[src/rtl/pc_gen.sv]
// Fetch program-counter generator: sequential fetch, flush/branch redirects,
// a one-entry pending branch held while fetch stalls, and target alignment.
//
// state | meaning
// IDLE  | after reset; ce=0, pc parked at RESET_VEC
// RUN   | fetching; pc advances on each granted request
module pc_gen #(
    parameter int                ADDR_W     = 32,
    parameter logic [ADDR_W-1:0] RESET_VEC  = '0,
    parameter int                INST_BYTES = 4,
    parameter int                STALL_W    = 6
) (
    input  logic                clk,
    input  logic                rst,
    input  logic [STALL_W-1:0]  stall,
    input  logic                flush,
    input  logic [ADDR_W-1:0]   flush_target,
    input  logic                branch_flag_i,
    input  logic [ADDR_W-1:0]   branch_target_address_i,
    input  logic                if_gnt,
    output logic [ADDR_W-1:0]   pc,
    output logic                ce,
    output logic                if_req,
    output logic                misalign_o
);

    typedef enum logic {IDLE = 1'b0, RUN = 1'b1} state_t;

    localparam logic [ADDR_W-1:0] INC      = ADDR_W'(INST_BYTES);
    localparam logic [ADDR_W-1:0] LOW_MASK = ADDR_W'(INST_BYTES - 1);

    state_t            state, state_nxt;
    logic [ADDR_W-1:0] pc_nxt;
    logic [ADDR_W-1:0] pend_addr, pend_addr_nxt;
    logic              pend_vld, pend_vld_nxt;
    logic              misalign_nxt;
    logic              advance;
    logic              unused_stall;

    // Only bit 0 of the stall vector holds fetch; the rest are ignored.
    assign unused_stall = ^stall;

    assign if_req  = ce & ~stall[0];
    assign advance = (state == RUN) & if_req & if_gnt;

    always_ff @(posedge clk) begin
        if (!rst) begin
            state      <= IDLE;
            pc         <= RESET_VEC;
            ce         <= 1'b0;
            misalign_o <= 1'b0;
            pend_addr  <= '0;
            pend_vld   <= 1'b0;
        end else begin
            state      <= state_nxt;
            pc         <= pc_nxt;
            ce         <= (state_nxt == RUN);
            misalign_o <= misalign_nxt;
            pend_addr  <= pend_addr_nxt;
            pend_vld   <= pend_vld_nxt;
        end
    end

    // Redirect targets are aligned as they enter pc; misalign flags the
    // dropped low bits for the cycle after the redirect lands.
    always_comb begin
        state_nxt     = state;
        pc_nxt        = pc;
        pend_addr_nxt = pend_addr;
        pend_vld_nxt  = pend_vld;
        misalign_nxt  = 1'b0;
        case (state)
            IDLE: begin
                state_nxt = RUN;
                pc_nxt    = RESET_VEC;
            end
            RUN: begin
                if (flush) begin
                    pc_nxt       = flush_target & ~LOW_MASK;
                    misalign_nxt = |(flush_target & LOW_MASK);
                    pend_vld_nxt = 1'b0;
                end else if (branch_flag_i && advance) begin
                    pc_nxt       = branch_target_address_i & ~LOW_MASK;
                    misalign_nxt = |(branch_target_address_i & LOW_MASK);
                    pend_vld_nxt = 1'b0;
                end else if (branch_flag_i) begin
                    pend_addr_nxt = branch_target_address_i;
                    pend_vld_nxt  = 1'b1;
                end else if (advance && pend_vld) begin
                    pc_nxt       = pend_addr & ~LOW_MASK;
                    misalign_nxt = |(pend_addr & LOW_MASK);
                    pend_vld_nxt = 1'b0;
                end else if (advance) begin
                    pc_nxt = pc + INC;
                end
            end
            default: state_nxt = IDLE;
        endcase
    end

endmodule

[config.mk]
export PLATFORM = sky130hd
export DESIGN_NAME = pc_gen
export DESIGN_NICKNAME = d
export VERILOG_FILES = /design/src/rtl/pc_gen.sv
export SDC_FILE = /design/constraint.sdc
export NUM_CORES = 1
export LEC_CHECK = 0
export CORE_MARGIN = 2
export CORE_UTILIZATION = 45
export DETAILED_ROUTE_END_ITERATION = 8
export PLACE_DENSITY = 0.74
export RECOVER_POWER = 100
export SLEW_MARGIN = 5
export SYNTH_ARGS = -nofsm -noshare
export SYNTH_HDL_FRONTEND = slang
export SYNTH_SLANG_ARGS = --single-unit
[constraint.sdc]
create_clock -name clk -period 4.84 [get_ports clk]
set_input_delay 0.968 -clock clk [delete_from_list [all_inputs] [get_ports clk]]
set_output_delay 0.968 -clock clk [all_outputs]
set_load 0.01 [all_outputs]
==> qor.csv, run 1 <==
metric,value,unit
status,"complete, but fails checks",
R2R depth,5,
pin count of the biggest net entering global routing,44,
Worst EP required,5.13,ns
Via-to-Cell Ratio,6.37,
maxcap violations,1,
syn avg cell area,7.46,um^2
HP Class,flop to flop,
drt wl/cell,19.6,um
# nets final,697,
P&R area growth vs syn,32.3,%
f_max,244,MHz
min Tclk post-route,4.10,ns
Reg2Reg Setup Slack,2.03,ns
std cell rows,34,
fin. max-slew vios,38,
Setup CP Type,input port to flop,
"Seq/Total Area, Yosys",0.325,
worst r2r src,state,
hold_buf cts,0,
Syn. warnings,0,
"Hold Vio Cnt, Final",0,
clock latency on the worst-skew pair,0.35,ns
ys flop type,dfxtp_1,
"Cell Area, Synth",4000,um^2
RSZ-0062 raised after global routing,false,
Layout fillers,793,
Critical Path Max Stage Delay,1.16,ns
failing checks,"max-capacitance violations, max-slew violations",
final period utilization,0.847,
H-tree levels,3,
Clock Root Buffer,clkbuf_8,
clock-pin slew on the worst setup and hold paths,0.07,ns
Starting Density,0.461,
slowest CP cell,clkbuf_1,
Final setup viols,0,
Sink Count,65,
layout cells sized above 1,0.0495,
Core Area,8680,um^2
CTS Buffer Depth,2,
Gate Count Post-Synth,536,
Max-Slew Margin vs Limit,-0.0765,
CTS tree,yes,
Netlist cell types,69,
RR Endpoint,pc[24],
port buffer count,102,
CTS buffer count,9,
IO Pins,110,
Hold Path End,pend_addr[0],
GR Overflow Total,0,
depth of the worst hold-timing path,2,
Post-synth EDFFs,0,
Critical Path AT,4.39,ns
setup TNS,0,ns
routability cong.,0.951,
first-pass GRT wire length,22600,um
hold path startpoint,pend_addr[0],
VDD IR max,164,uV
die area,9660,um^2
die boundary width,98.3,um
CP cell instances,dlygate4sd3_1 -> clkbuf_1 -> and2_0 -> o21ai_0 -> or4_1 -> o22ai_1 -> a221o_1,
Post-DP HPWL,9880,um
startpoint types,input port,
synth cell count leaders,"nand2_1 (97), dfxtp_1 (65), nor2_1 (47), a21boi_0 (32), a21oi_1 (31)",
P_leak,1.91,nW
Place WS,1.10,ns
vias in the first global route,4459,
maximum fanout along the worst path,37,
clk_skew,0.00755,ns
Yosys top cell area share,0.325,
asr flop ratio synth,0,
post-synth top area cell,dfxtp_1,
final antenna-violating net count,0,
ant diodes,0,
Post-Route WL,14400,um
final worst slack,0.741,ns
pwr dens,254,nW/um^2
ranking of synthesized cells by area,"dfxtp_1 (33%), nand2_1 (9.1%), a21boi_0 (6.0%)",
slew at the pin closest to its max-slew limit,1.61,ns
total track usage,0.292,
Die Y,98.3,um
#FFs+latches synth,65,
crit end category,flop,
DRC Markers,0,
1st-pass router iterations,5,
most frequent cell after synthesis,nand2_1,
initial antenna violation count,0,
Iter 0 DRT Violations,411,
Resized Gates After CTS,0,
Post-CTS Setup Bufs,0,
Via Count,4676,
[layer usage]
metal / vias to the layer above / wire length [um] / global-route usage
met5: - / 0 / 0
met4: 0 / 426 / 0.126
met3: 40 / 1400 / 0.0623
met2: 300 / 6810 / 0.476
met1: 2185 / 5750 / 0.375
li1: 2151 / - / -
[critical path: cells and delay by family]
family / cells / cell delay [ns]
buffers and inverters: 2 / 1.68
AO/OA/AOI/OAI: 3 / 0.63
AND/OR/NAND/NOR: 2 / 1.09
[worst max path at each step]
stage | start | end | cells past startpoint
5_1_grt | rst | pc[26] | 7
3_3_place_gp | branch_flag_i | pc[24] | 6
6_report | rst | pc[26] | 7
4_1_cts | branch_flag_i | pc[24] | 6
2_1_floorplan | flush | pc[25] | 7
3_5_place_dp | branch_flag_i | pc[24] | 6
[state kept, by name (all words and copies together) (netlist names)]
| name | cells |
|---|---|
| state | 1 |
| misalign_o | 1 |
| pend_vld | 1 |
| pc | 30 |
| pend_addr | 32 |
[logic make-up (layout without fill, tap and decap cells)]
group,Yosys count,in the layout,synth area share
XOR/XNOR,15,15,0.0329
multiplexers,2,2,0.00501
other,1,2,0.000938
AO/OA/AOI/OAI,176,176,0.312
AND/OR/NAND/NOR,223,223,0.267
buffers and inverters,53,142,0.0541
flip-flops,65,65,0.325
adder cells (fa/ha/maj),1,1,0.00313
[placed cells by master (no fill, tap or decap), types with 8 or more instances in the layout]
cell             instances
a221oi_1                10
dlygate4sd3_1           36
clkdlybuf4s50_1         66
buf_4                    8
nor3_1                   9
xnor2_1                 10
clkbuf_8                11
a211oi_1                11
a21oi_1                 31
nand2_1                 97
o221ai_1                 8
nand4_1                  9
o211ai_1                 8
o21ai_0                 25
inv_1                   11
nand3_1                 18
a21boi_0                32
dfxtp_1                 65
nor2_1                  47
nor4_1                  12
[cell type report]
class                   count  area [um^2]  share of cell area
well taps                 108          135              0.0255
clock buffers              11          151              0.0286
inverters                  12         45.0             0.00851
repair buffers            114         1100               0.207
clock inverters             5         77.6              0.0147
flip-flops and latches     65         1300               0.246
multi-input cells         419         2480               0.470
[report_power, final]
group          internal [W]  switching (W)  leakage (nW)
clock              0.000316       0.000222         0.115
sequential         0.000554      0.0000276         0.529
combinational      0.000113       0.000111          1.26
total              0.000984       0.000361          1.91
[stage by stage]
step | hold slack (ns) | std cells | util | total power [W] | area, um^2
finish | 0.471 | 734 | 0.610 | 0.00134 | 5290
global placement | 0.448 | 718 | 0.585 | 0.000813 | 5080
floorplan | 0.440 | 537 | - | 0.000693 | 4000
CTS | 0.467 | 734 | 0.611 | 0.00135 | 5310
global route | 0.488 | 734 | 0.610 | 0.00139 | 5290
detailed placement | 0.457 | 718 | 0.585 | 0.000819 | 5080
No activity file was read; power rests on OpenSTA's default activity.
==> run 2, diff against run 1 <==
--- a/config.mk
+++ b/config.mk
@@ -6,9 +6,9 @@
 export NUM_CORES = 1
 export LEC_CHECK = 0
 export CORE_MARGIN = 2
-export CORE_UTILIZATION = 45
+export CORE_UTILIZATION = 44
 export DETAILED_ROUTE_END_ITERATION = 8
-export PLACE_DENSITY = 0.74
+export PLACE_DENSITY = 0.75
 export RECOVER_POWER = 100
 export SLEW_MARGIN = 5
 export SYNTH_ARGS = -nofsm -noshare
==> constraint.sdc (replaced) <==
create_clock -name clk -period 3.7 [get_ports clk]
set_input_delay 0.74 -clock clk [delete_from_list [all_inputs] [get_ports clk]]
set_output_delay 0.74 -clock clk [all_outputs]
set_load 0.01 [all_outputs]
==> run 2 against run 1 <==
The flow now finishes without violations. Count of clock-buffer cells in the layout decreased by 1. Utilization down 0.11 points. Sequential power increased by 30%. Hold slack lost 0.011 ns. Final cell count up 1.2%. Largest cell class unchanged.
==> qor.csv, run 2 (synthesized netlist as in run 1, its figures left out) <==
metric,value,unit,change
status,finished clean,,
Final Non-Filler Cells,743,,+1.2%
pwr dens,327,nW/um^2,+29%
Die Y,99.3,um,+1.1%
clock-pin slew on the worst setup and hold paths,0.07,ns,about the same
P_leak,1.92,nW,+0.69%
hold_buf cts,0,,unchanged
DRC Markers,0,,unchanged
initial antenna violation count,0,,unchanged
maximum fanout along the worst path,14,,-62%
Setup CP Type,input port to flop,,
die area,9870,um^2,+2.2%
ant diodes,0,,unchanged
Via-to-Cell Ratio,6.28,,-1.5%
Worst setup startpoint,stall[0],,
# nets final,707,,+1.4%
GR Overflow Total,0,,unchanged
depth of the worst hold-timing path,2,,unchanged
"commonest non-fill, non-tap cell in the layout",nand2_1,,
pin count of the biggest net entering global routing,37,,-16%
final antenna-violating net count,0,,unchanged
RSZ-0062 raised after global routing,false,,
"Hold Vio Cnt, Final",0,,unchanged
Post-Route WL,14600,um,+1.6%
worst r2r src,pc[2],,
routability cong.,0.899,,-5.4%
slew at the pin closest to its max-slew limit,0.882,ns,-0.733 ns
Core Area,8760,um^2,+0.98%
multi-input logic area,2480,um^2,-0.25%
CTS buffer count,9,,unchanged
clk_skew,0.00821,ns,+0.000661 ns
Clock Root Buffer,clkbuf_8,,
grt met2 use,0.493,,+0.0175
CTS Buffer Depth,2,,unchanged
crit end category,flop,,
VDD IR max,200,uV,+22%
largest register by flop count,pend_addr,,
Post-CTS Setup Bufs,0,,unchanged
Placed Cells,728,,+1.4%
port buffer count,102,,unchanged
min Tclk post-route,3.12,ns,
Final setup viols,0,,unchanged
H-tree levels,3,,unchanged
vias in the first global route,4470,,+0.25%
setup TNS,0,ns,unchanged
maxcap violations,0,,-1
Worst EP required,3.97,ns,-1.16 ns
P&R area growth vs syn,33.4,%,
Resized Gates After CTS,0,,unchanged
std cell rows,34,,unchanged
clock latency on the worst-skew pair,0.35,ns,about the same
f_max,320,MHz,
Post-DP HPWL,10200,um,+3.1%
Critical Path AT,3.40,ns,-0.99 ns
biggest regs,"pend_addr (32), pc (30)",,
RR Endpoint,pc[25],,
1st-pass router iterations,7,,+2
Via Count,4664,,-0.26%
Iter 0 DRT Violations,325,,-21%
startpoint types,input port,,
CTS tree,yes,,
"commonest non-fill, non-tap cells in the layout","nand2_1 (97), clkdlybuf4s50_1 (69), dfxtp_1 (65)",,
total track usage,0.291,,-0.000575
met3 usage,0.0555,,-0.00676
Layout fillers,791,,-0.25%
Max-Slew Margin vs Limit,0.407,,+0.483
Sink Count,65,,unchanged
IO Pins,110,,unchanged
Reg2Reg Setup Slack,1.21,ns,-0.82 ns
HP Class,flop to flop,,
Critical Path End,pend_addr[9],,
Starting Density,0.456,,-0.00447
final period utilization,0.844,,
met1 Resource Use GR,0.377,,+0.00277
Reg area,1300,um^2,unchanged
max reg flops,32,,unchanged
layout cells sized above 1,0.0551,,+0.00560
R2R depth,5,,unchanged
Top Usage Layer GRT,met2,,
first-pass GRT wire length,22900,um,+1.4%
drt wl/cell,19.7,um,+0.39%
die boundary width,99.3,um,+1.1%
fin. max-slew vios,0,,-100%
-- run 2: cell types whose count changed in the layout (fill, tap and decap cells not counted), moves of 3 or more --
cell             change
clkbuf_1             +4
clkdlybuf4s50_1      +3
dlygate4sd3_1        -3
buf_4                +6
-- run 2: layout make-up --
class                           count  area share
Sequential cell                    65       0.244
Timing Repair Buffer              124       0.217
Inverter                           12     0.00844
Multi-Input combinational cell    419       0.465
Tap cell                          108      0.0253
Clock buffer                       10      0.0258
Clock inverter                      5      0.0150
-- run 2: how the worst min path moves through the flow --
| stage | from | to |
|---|---|---|
| 4_1_cts | pend_addr[5] | pend_addr[5] |
| 2_1_floorplan | pend_addr[5] | pend_addr[5] |
| 6_report | pend_addr[5] | pend_addr[5] |
| 3_5_place_dp | pend_addr[5] | pend_addr[5] |
| 5_1_grt | pend_addr[0] | pend_addr[0] |
| 3_3_place_gp | pend_addr[5] | pend_addr[5] |
-- run 2: per-layer routing --
layer | part of all wire | wire length, um
met1 | 0.42 | 6090
met2 | 0.47 | 6940
met3 | 0.086 | 1260
met4 | 0.023 | 333
met5 | 0 | 0
-- run 2: critical path, cell delays in order --
cell	delay (ns)
dlygate4sd3_1	0.67
and2b_1	0.37
nor2_1	0.27
and3_1	0.42
clkbuf_1	0.60
nand2_1	0.14
a21boi_0	0.18
-- run 2: through the flow --
stage | cell area (um^2) | setup slack (ns) | hold slack (ns) | util | power (W)
after floorplan | 4000 | 1.63 | 0.440 | - | 0.000906
after detailed placement | 5150 | 0.578 | 0.454 | 0.588 | 0.00108
after global placement | 5150 | 0.556 | 0.447 | 0.588 | 0.00107
after CTS | 5370 | 0.920 | 0.464 | 0.613 | 0.00175
final | 5330 | 0.578 | 0.460 | 0.609 | 0.00174
after global routing | 5330 | 0.375 | 0.482 | 0.609 | 0.00180
-- run 2: power by group --
group	internal [W]	leakage [nW]	switching, W
sequential	0.000725	0.529	0.0000340
clock	0.000393	0.104	0.000293
combinational	0.000151	1.29	0.000148
total	0.00127	1.92	0.000475
==> run 3, diff against run 2 <==
==> constraint.sdc (replaced) <==
create_clock -name clk -period 2.65 [get_ports clk]
set_input_delay 0.53 -clock clk [delete_from_list [all_inputs] [get_ports clk]]
set_output_delay 0.53 -clock clk [all_outputs]
set_load 0.01 [all_outputs]
==> run 3 against run 2 <==
Clock power grew 22%. Final cell count grew 2.0%. Sequential share of layout area shrank 0.49 points. Wire length shrank 0.17%. Flip-flop and latch count is the same. Combinational power grew 44%. Highest routed layer unchanged. Critical path depth shrank 4. Sequential power grew 40%. Count of clock-buffer cells in the layout is the same. First-iteration DRC count grew 34%. Setup slack lost 0.34 ns. Register-to-register slack lost 0.75 ns.
==> qor.csv, run 3 (synthesized netlist as in run 1, its figures left out) <==
metric,value,unit,change
Worst setup startpoint,stall[0],,
drt wl/cell,19.3,um,-2.1%
depth of the worst hold-timing path,2,,unchanged
fin. max-slew vios,0,,unchanged
initial antenna violation count,0,,unchanged
vias in the first global route,4557,,+1.9%
GR Overflow Total,0,,unchanged
multi-input logic area,2480,um^2,+0.25%
PnR Total Power,0.00233,W,+33%
"Hold Vio Cnt, Final",0,,unchanged
ant diodes,0,,unchanged
setup TNS,0,ns,unchanged
R2R depth,6,,+1
max reg flops,32,,unchanged
maximum fanout along the worst path,8,,-6
Core Area,8760,um^2,unchanged
RR Endpoint,pc[30],,
Sink Count,65,,unchanged
routability cong.,0.927,,+3.1%
Final setup viols,0,,unchanged
Critical Path AT,1.88,ns,-1.52 ns
f_max,415,MHz,
biggest regs,"pend_addr (32), pc (30)",,
# nets final,723,,+2.3%
CTS buffer count,9,,unchanged
Max-Slew Margin vs Limit,0.595,,+0.188
Reg2Reg Setup Slack,0.46,ns,-0.75 ns
RSZ-0062 raised after global routing,false,,
Reg power frac,0.456,,+0.021
Post-Route WL,14600,um,-0.17%
combinational fraction of design power,0.185,,+0.013
hold_buf cts,0,,unchanged
Starting Density,0.456,,unchanged
switching share of total power,0.278,,+0.00570
crit end category,output pin,,
final antenna-violating net count,0,,unchanged
Clock power frac,0.359,,-0.034
pwr dens,427,nW/um^2,+31%
1st-pass router iterations,5,,-2
CTS tree,yes,,
total track usage,0.292,,+0.000362
slew at the pin closest to its max-slew limit,0.607,ns,-0.275 ns
maxcap violations,0,,unchanged
min Tclk post-route,2.41,ns,
Worst EP required,2.12,ns,-1.85 ns
port buffer count,102,,unchanged
CTS Buffer Depth,2,,unchanged
Via Count,4770,,+2.3%
sw power,0.000646,W,+36%
clock-pin slew on the worst setup and hold paths,0.07,ns,about the same
Clock Root Buffer,clkbuf_8,,
VDD IR max,271,uV,+36%
status,finished clean,,
Setup CP Type,input port to output pin,,
pin count of the biggest net entering global routing,44,,+19%
Critical Path End,if_req,,
final period utilization,0.910,,
Reg area,1300,um^2,unchanged
P_leak,2.01,nW,+4.7%
IO Pins,110,,unchanged
Post-CTS Setup Bufs,0,,unchanged
die boundary width,99.3,um,unchanged
Int Power,0.00168,W,+32%
die area,9870,um^2,unchanged
HP Class,flop to flop,,
worst r2r src,pc[2],,
clk_skew,0.0110,ns,+0.00279 ns
Via-to-Cell Ratio,6.29,,+0.25%
DRC Markers,0,,unchanged
startpoint types,input port,,
Final Core Density,0.621,,+0.0126
H-tree levels,3,,unchanged
Iter 0 DRT Violations,436,,+34%
P&R area growth vs syn,36.1,%,
Post-DP HPWL,10500,um,+3.0%
largest register by flop count,pend_addr,,
first-pass GRT wire length,23100,um,+0.69%
Layout fillers,812,,+2.7%
std cell rows,34,,unchanged
Resized Gates After CTS,0,,unchanged
Die Y,99.3,um,unchanged
"commonest non-fill, non-tap cells in the layout","nand2_1 (97), clkdlybuf4s50_1 (68), dfxtp_1 (65)",,
layout cells sized above 1,0.0769,,+0.0218
"commonest non-fill, non-tap cell in the layout",nand2_1,,
clock latency on the worst-skew pair,0.35,ns,about the same
-- run 3: power by group through the flow --
stage	combinational [W]	sequential, W	clock, W
2_1_floorplan	0.000189	0.00108	0
3_3_place_gp	0.000430	0.00108	0
3_5_place_dp	0.000437	0.00108	0
4_1_cts	0.000439	0.00106	0.000839
5_1_grt	0.000462	0.00107	0.000885
6_report	0.000431	0.00106	0.000834
-- run 3: how the worst min path moves through the flow --
stage / start / end / slack (ns)
finish: pend_addr[0] / pend_addr[0] / 0.46
global route: pend_addr[21] / pend_addr[21] / 0.49
floorplan: pend_addr[5] / pend_addr[5] / 0.44
detailed placement: pend_addr[7] / pend_addr[7] / 0.45
CTS: pend_addr[7] / pend_addr[7] / 0.46
global placement: pend_addr[12] / pend_addr[12] / 0.45
-- run 3: final cells by class --
cell class | count | share of cell area
clock inverter | 4 | 0.00827
clock buffer | 10 | 0.0253
sequential | 65 | 0.239
timing repair buffer | 140 | 0.238
inverter | 12 | 0.00827
multi-input combinational | 419 | 0.456
tap | 108 | 0.0248
-- run 3: through the flow --
stage	setup slack, ns	hold slack [ns]	std cells	instance area, um^2
6_report	0.239	0.462	758	5440
5_1_grt	0.139	0.486	758	5440
4_1_cts	0.408	0.462	758	5480
3_5_place_dp	0.0996	0.453	744	5300
3_3_place_gp	0.0977	0.447	744	5300
2_1_floorplan	0.642	0.440	537	4000
-- run 3: routing by layer --
metal / vias up / GRT usage / wire, um
met1: 2291 / 0.392 / 6120
met5: - / 0 / 0
met4: 0 / 0.102 / 292
met2: 251 / 0.480 / 7040
met3: 30 / 0.0429 / 1150
li1: 2198 / - / -
-- run 3: worst max-delay path, stage by stage --
cell and delay [ns]:
dlygate4sd3_1 0.63, nor2_1 0.11, dlygate4sd3_1 0.61
